`src/rtl/pc_fetch_unit_pkg.sv`:
```
// Shared encodings for the fetch unit: next-PC selects, branch funct3 codes and FSM states.
package pc_pkg;

   localparam int unsigned SEL_W = 2;
   localparam int unsigned F3_W  = 3;

   localparam logic [SEL_W-1:0] SEL_SEQ  = 2'b00;
   localparam logic [SEL_W-1:0] SEL_JAL  = 2'b01;
   localparam logic [SEL_W-1:0] SEL_JALR = 2'b10;
   localparam logic [SEL_W-1:0] SEL_MRET = 2'b11;

   localparam logic [F3_W-1:0] F3_BEQ  = 3'b000;
   localparam logic [F3_W-1:0] F3_BNE  = 3'b001;
   localparam logic [F3_W-1:0] F3_BLT  = 3'b100;
   localparam logic [F3_W-1:0] F3_BGE  = 3'b101;
   localparam logic [F3_W-1:0] F3_BLTU = 3'b110;
   localparam logic [F3_W-1:0] F3_BGEU = 3'b111;

   typedef enum logic [1:0] {
      IDLE = 2'd0,
      REQ  = 2'd1,
      WAIT = 2'd2
   } state_t;

endpackage

```
`src/rtl/pc_fetch_unit_branch_cond.sv`:
```
// Conditional-branch resolution: funct3 plus ALU comparator flags to a taken bit.
module branch_cond
   import pc_pkg::*;
(
   input  logic            branch,
   input  logic [F3_W-1:0] funct3,
   input  logic            eq,
   input  logic            lt,
   input  logic            ltu,
   output logic            taken
);

   logic w_cond;

   // Reserved encodings 010/011 resolve to not-taken.
   always_comb begin
      w_cond = 1'b0;
      case (funct3)
         F3_BEQ:  w_cond = eq;
         F3_BNE:  w_cond = !eq;
         F3_BLT:  w_cond = lt;
         F3_BGE:  w_cond = !lt;
         F3_BLTU: w_cond = ltu;
         F3_BGEU: w_cond = !ltu;
         default: w_cond = 1'b0;
      endcase
   end

   assign taken = branch && w_cond;

endmodule

```
`src/rtl/pc_fetch_unit.sv`:
```
// Fetch PC register and instruction-memory request handshake with execute-stage
// redirects, misaligned-target trapping and mret return.
module pc_fetch_unit
   import pc_pkg::*;
#(
   parameter int unsigned     XLEN         = 32,
   parameter logic [XLEN-1:0] RESET_VECTOR = '0,
   parameter logic [XLEN-1:0] TRAP_VECTOR  = XLEN'(32'h0000_0100),
   parameter int unsigned     IALIGN       = 4
) (
   input  logic             clk,
   input  logic             rst,
   input  logic             stall,
   output logic             imem_req_valid,
   input  logic             imem_req_ready,
   output logic [XLEN-1:0]  imem_addr,
   output logic [XLEN-1:0]  pc_out,
   input  logic             ex_valid,
   input  logic [XLEN-1:0]  ex_pc,
   input  logic [SEL_W-1:0] next_pc_sel,
   input  logic             branch,
   input  logic [F3_W-1:0]  funct3,
   input  logic             eq,
   input  logic             lt,
   input  logic             ltu,
   input  logic [XLEN-1:0]  imm,
   input  logic [XLEN-1:0]  rs1,
   output logic [XLEN-1:0]  link_addr,
   output logic             redirect,
   output logic             flush,
   output logic             misalign_trap,
   output logic [XLEN-1:0]  mepc
);

   localparam logic [XLEN-1:0] SEQ_INC = XLEN'(4);

   state_t          r_state;
   logic [XLEN-1:0] r_pc;
   logic [XLEN-1:0] r_mepc;
   logic [XLEN-1:0] r_pend;
   logic            r_pend_v;
   logic            r_trap;

   logic            w_valid;
   logic            w_accept;
   logic            w_hold;
   logic            w_taken;
   logic            w_redirect;
   logic            w_misalign;
   logic            w_trap;
   logic [XLEN-1:0] w_jalr_sum;
   logic [XLEN-1:0] w_target;
   logic [XLEN-1:0] w_new_pc;

   branch_cond u_branch_cond (
      .branch (branch),
      .funct3 (funct3),
      .eq     (eq),
      .lt     (lt),
      .ltu    (ltu),
      .taken  (w_taken)
   );

   // A request left unaccepted must keep its address, so redirects park in r_pend.
   assign w_valid    = !rst && (((r_state == REQ) && !stall) || (r_state == WAIT));
   assign w_accept   = w_valid && imem_req_ready;
   assign w_hold     = w_valid && !imem_req_ready;
   assign w_redirect = ex_valid && ((next_pc_sel != SEL_SEQ) || w_taken);
   assign w_jalr_sum = rs1 + imm;

   always_comb begin
      w_target = ex_pc + imm;
      case (next_pc_sel)
         SEL_JALR: w_target = {w_jalr_sum[XLEN-1:1], 1'b0};
         SEL_MRET: w_target = r_mepc;
         default:  w_target = ex_pc + imm;
      endcase
   end

   assign w_misalign = (next_pc_sel != SEL_MRET) &&
                       ((IALIGN == 2) ? w_target[0] : w_target[1]);
   assign w_trap     = w_redirect && w_misalign;
   assign w_new_pc   = w_trap ? TRAP_VECTOR : w_target;

   always_ff @(posedge clk) begin
      if (rst) begin
         r_state  <= IDLE;
         r_pc     <= RESET_VECTOR;
         r_mepc   <= '0;
         r_pend   <= '0;
         r_pend_v <= 1'b0;
         r_trap   <= 1'b0;
      end else begin
         r_trap <= w_trap;
         if (w_trap) begin
            r_mepc <= ex_pc;
         end

         if (w_redirect) begin
            if (w_hold) begin
               r_pend   <= w_new_pc;
               r_pend_v <= 1'b1;
            end else begin
               r_pc     <= w_new_pc;
               r_pend_v <= 1'b0;
            end
         end else if (w_accept) begin
            if (r_pend_v) begin
               r_pc     <= r_pend;
               r_pend_v <= 1'b0;
            end else begin
               r_pc <= r_pc + SEQ_INC;
            end
         end

         case (r_state)
            IDLE:    r_state <= REQ;
            REQ:     r_state <= w_hold ? WAIT : REQ;
            WAIT:    r_state <= imem_req_ready ? REQ : WAIT;
            default: r_state <= IDLE;
         endcase
      end
   end

   assign imem_req_valid = w_valid;
   assign imem_addr      = r_pc;
   assign pc_out         = r_pc;
   assign link_addr      = ex_pc + SEQ_INC;
   assign redirect       = w_redirect;
   assign flush          = w_redirect;
   assign misalign_trap  = r_trap && !rst;
   assign mepc           = r_mepc;

endmodule
```
`config.mk`:
```
export PLATFORM = sky130hd
export DESIGN_NAME = pc_fetch_unit
export DESIGN_NICKNAME = d
export VERILOG_FILES = /design/src/rtl/pc_fetch_unit_pkg.sv /design/src/rtl/pc_fetch_unit_branch_cond.sv /design/src/rtl/pc_fetch_unit.sv
export SDC_FILE = /design/constraint.sdc
export NUM_CORES = 1
export LEC_CHECK = 0
export ABC_AREA = 1
export CAP_MARGIN = 25
export CORE_ASPECT_RATIO = 0.7
export CORE_MARGIN = 2
export CORE_UTILIZATION = 23
export CTS_CLUSTER_DIAMETER = 100
export CTS_CLUSTER_SIZE = 20
export DETAILED_ROUTE_END_ITERATION = 7
export GPL_TIMING_DRIVEN = 0
export PLACE_DENSITY = 0.54
export SLEW_MARGIN = 20
export SYNTH_ARGS = -nofsm -noshare
export SYNTH_HDL_FRONTEND = slang
export SYNTH_SLANG_ARGS = --single-unit
```
`constraint.sdc`:
```
create_clock -name clk -period 2.45 [get_ports clk]
set_clock_uncertainty 0.05 [all_clocks]
set_input_delay 0.49 -clock clk [delete_from_list [all_inputs] [get_ports clk]]
set_output_delay 0.49 -clock clk [all_outputs]
set_load 0.01 [all_outputs]
```
==> impl_metrics.json <==
{
  "outcome": "complete, but fails checks",
  "violations": "negative setup slack",
  "cp-end-kind": "output port",
  "worst_slack_ps": -305,
  "place_area_sq_mm": 0.0138,
  "cp_top_family": "simple AND/OR/NAND/NOR gates",
  "drtIter0Drc": 1363,
  "finalSetupViolCount": 23,
  "synth_xor_area_frac": 0.0420,
  "die_height_um": 184,
  "worstSetupPathType": "in2out",
  "async_flop_share": 0,
  "rrSetupSlack_ps": 120,
  "syn_nets": 2037,
  "tightestPinTransition_ps": 902,
  "globalplace.congestion": 0.985,
  "hold_path_end": "mepc[0]$_SDFFE_PP0P_",
  "drt_first_pass_iters": 6,
  "grt_util_met3": 0.0594,
  "synth_fa_ha_area_frac": 0.0778,
  "cp-startpoint": "ex_pc[3]",
  "dpl.hpwl_um": 45700,
  "synthCells": 1862,
  "drive_gt1_frac": 0.210,
  "hold-path-cell-count": 4,
  "slew_viol_final": 0,
  "clk_pin_slew_ps": 80,
  "cpPeakStageDelay_ps": 190,
  "path_cells": "buf_8 > ha_4 > nand2_4 > nor2_4 > nand2_2 > nor2_4 > nand3_4 > nor3_4 > nand2_2 > nor2_4 > nand2_4 > nor2_4 > nand3_2 > xor2_2 > buf_2",
  "die_x_um": 261,
  "cts_tree": "built",
  "hp-class": "in2reg",
  "io_buffer_count": 239,
  "wl_per_cell_um": 20.0,
  "remaining_drc_errors": 0,
  "cap_violations": 0,
  "leakage_nw": 7.51,
  "synth-edff-count": 0,
  "synth_cell_types": 45,
  "layout_min_cycle_time_ps": 2750,
  "grt_setup_unrepaired": "yes",
  "crit_buf_inv": 2,
  "fmax_mhz": 363,
  "cts_made_buffers": 9,
  "fin_crit_sh": 1.12,
  "cts_buffer_depth": 2,
  "grt_pass1_vias": 12300,
  "vias_per_cell": 4.93,
  "start_util": 0.234,
  "tns_ps": -3550,
  "ir_drop_v": 0.000354,
  "ys_seq_area_frac": 0.188,
  "synthesis.area_sq_mm": 0.0106,
  "synthMuxAreaShare": 0,
  "slowest_stage": "nor3_4",
  "cp_data_required_time_ps": 1910,
  "gr-usage-met2": 0.306,
  "fp.dieArea_sq_mm": 0.0480,
  "grt_busiest_layer": "met1",
  "arrival_ps": 2210,
  "core_sq_mm": 0.0454,
  "diodes": 0,
  "synth_compound_area_frac": 0.174,
  "rows": 65,
  "timing.final.hold_violations": 0,
  "insertion_delay_ps": 370,
  "synthFlopType": "dfxtp_1",
  "nets": 2353,
  "grt_max_degree": 18,
  "cts_sinks": 100,
  "synth-simple-area-share": 0.386,
  "critPathLaunchType": "input port",
  "use_met1": 0.336,
  "synth_warnings": 0,
  "root_buffer": "clkbuf_16",
  "routed_wl_um": 55800,
  "crit_path_max_fanout": 3,
  "powerDensity_mw_per_mm2": 415,
  "crit_top_cell": "nor2_4",
  "total_power_w": 0.00671,
  "h-tree-depth": 3,
  "ys_seq_elements": 100,
  "synth_top_family_by_area": "simple AND/OR/NAND/NOR gates",
  "grt_remaining_overflow": 0,
  "area_delta_synth_final_pct": 52.2,
  "final_cell_area_sq_mm": 0.0162,
  "slew_headroom": 0.398,
  "r2r-start": "imem_addr[2]$_SDFFE_PP0P_",
  "min_from": "ex_pc[0]",
  "reg2reg_to": "imem_addr[28]$_SDFFE_PP0P_",
  "antenna_left": 0,
  "syn_avg_cell_area_sq_um": 5.71,
  "grt_first_pass_wirelength_um": 78900,
  "ioPinCount": 242,
  "grt_use_total": 0.223,
  "via_count": 13700,
  "rr_worst_depth": 11,
  "antenna_found_initial": 0
}
-- per-stage QoR --
| stage | cells | setup WS, ps | hold WS [ps] | util |
|---|---|---|---|---|
| final | 2786 | -305 | 384 | 0.357 |
| after global routing | 2786 | -420 | 385 | 0.357 |
| after CTS | 2757 | -515 | 357 | 0.327 |
| after detailed placement | 2704 | -1600 | 417 | 0.305 |
| after global placement | 2704 | -1630 | 420 | 0.305 |
| after floorplan | 1862 | 43.9 | 427 | - |
-- cell type report --
type	count	area (sq um)
fillers	4933	29200
multi-input cells	1435	8710
repair buffers	307	2940
flip-flops and latches	100	2000
inverters	245	937
well taps	603	754
plain buffers	79	528
clock buffers	10	239
clock inverters	6	71.3
repair inverters	1	6.26
-- cells in the mapped netlist, types with 2 or more instances --
cell type,instances,area [sq um]
xnor2_1,15,131
nor2_4,4,45.0
a21oi_1,174,871
nand3_1,139,696
nand3_2,4,40.0
nor3_2,2,20.0
nor2_1,166,623
inv_1,236,886
a21o_1,4,30.0
o21bai_1,17,128
o21ai_0,132,661
buf_4,40,300
and2_1,2,12.5
fa_1,2,40.0
xor2_1,36,315
nor2_2,6,37.5
or2_2,6,37.5
buf_2,23,115
o22ai_1,11,68.8
clkbuf_1,19,71.3
nand4_1,30,188
inv_2,8,30.0
ha_1,63,788
nor3_1,24,120
o21ai_1,2,10.0
nand2_1,564,2120
nor4_1,6,37.5
o2111ai_1,2,17.5
dfxtp_1,100,2000
nor3_4,2,32.5
nand3b_1,2,15.0
o211ai_1,3,22.5
nand2_2,6,37.5
-- cells by family (layout without fill, tap and decap cells) --
logic type,count (synthesis),after routing
fa+ha+maj,65,65
simple gates,968,969
compound gates,350,350
flops,100,100
buf+inv,328,648
xor+xnor,51,51
-- layer usage --
metal	part of all wire	wire [um]
met2	0.39	21800
met1	0.50	27900
met4	0.022	1240
met3	0.087	4840
met5	0	0
-- report_power, final --
group	switching [W]	internal, W
clock network	0.000728	0.000831
logic	0.00191	0.00136
registers	0.000154	0.00173
total	0.00279	0.00392
-- flip-flops by register name, indices dropped and copies added (netlist names) --
name / flops
imem_addr: 32
r_state: 2
r_trap: 1
r_pend_v: 1
mepc: 32
r_pend: 32
-- how the worst max path moves through the flow --
stage	end	slack [ps]	depth (start not counted)
after CTS	link_addr[26]	-520	15
after detailed placement	link_addr[29]	-1600	10
after global placement	link_addr[29]	-1630	10
after floorplan	link_addr[28]	40	13
final	link_addr[26]	-300	15
after global routing	link_addr[26]	-420	15
-- timing repair --
item / 4_1_cts / 5_1_grt
endpoints found under the setup margin: 129 / 117
cloned: 4 / 0
buffers inserted: 34 / 34
hold buffers: 0 / 0
endpoints found under the hold margin: 0 / 0
pin swaps: 29 / 43
resized for setup: 308 / 303
-- worst register-to-register path, cell delays in order, from the launching register on --
cell and delay, ps:
dfxtp_2 480, ha_1 260, nand3_1 110, nor2_2 210
nand3_1 220, nor2_2 220, nand3_2 150, o21ai_0 190
nand3_1 110, a21oi_1 150, nand2_1 70, nand2_1 50
-- layout by cell type (no fill, tap or decap), types with 7 or more instances in the layout --
| cell | instances |
|---|---|
| nand2_1 | 517 |
| inv_1 | 232 |
| clkdlybuf4s50_1 | 144 |
| a21oi_1 | 142 |
| nor2_1 | 134 |
| nand3_1 | 115 |
| o21ai_0 | 106 |
| dfxtp_1 | 99 |
| buf_4 | 91 |
| ha_4 | 44 |
| nand2_2 | 41 |
| buf_2 | 36 |
| dlymetal6s2s_1 | 34 |
| xor2_1 | 32 |
| nand4_1 | 30 |
| a21oi_2 | 30 |
| nor2_2 | 26 |
| nand3_2 | 22 |
| o21ai_1 | 22 |
| dlygate4sd2_1 | 18 |
| clkbuf_1 | 17 |
| nor2_4 | 16 |
| buf_6 | 16 |
| xnor2_1 | 15 |
| o21bai_1 | 15 |
| nor3_1 | 13 |
| ha_1 | 13 |
| nand2_4 | 12 |
| clkbuf_2 | 10 |
| inv_2 | 9 |
| nor3_4 | 9 |
| clkbuf_16 | 9 |
| nand3_4 | 8 |
| buf_8 | 7 |
(Power assumes the default switching activity.)
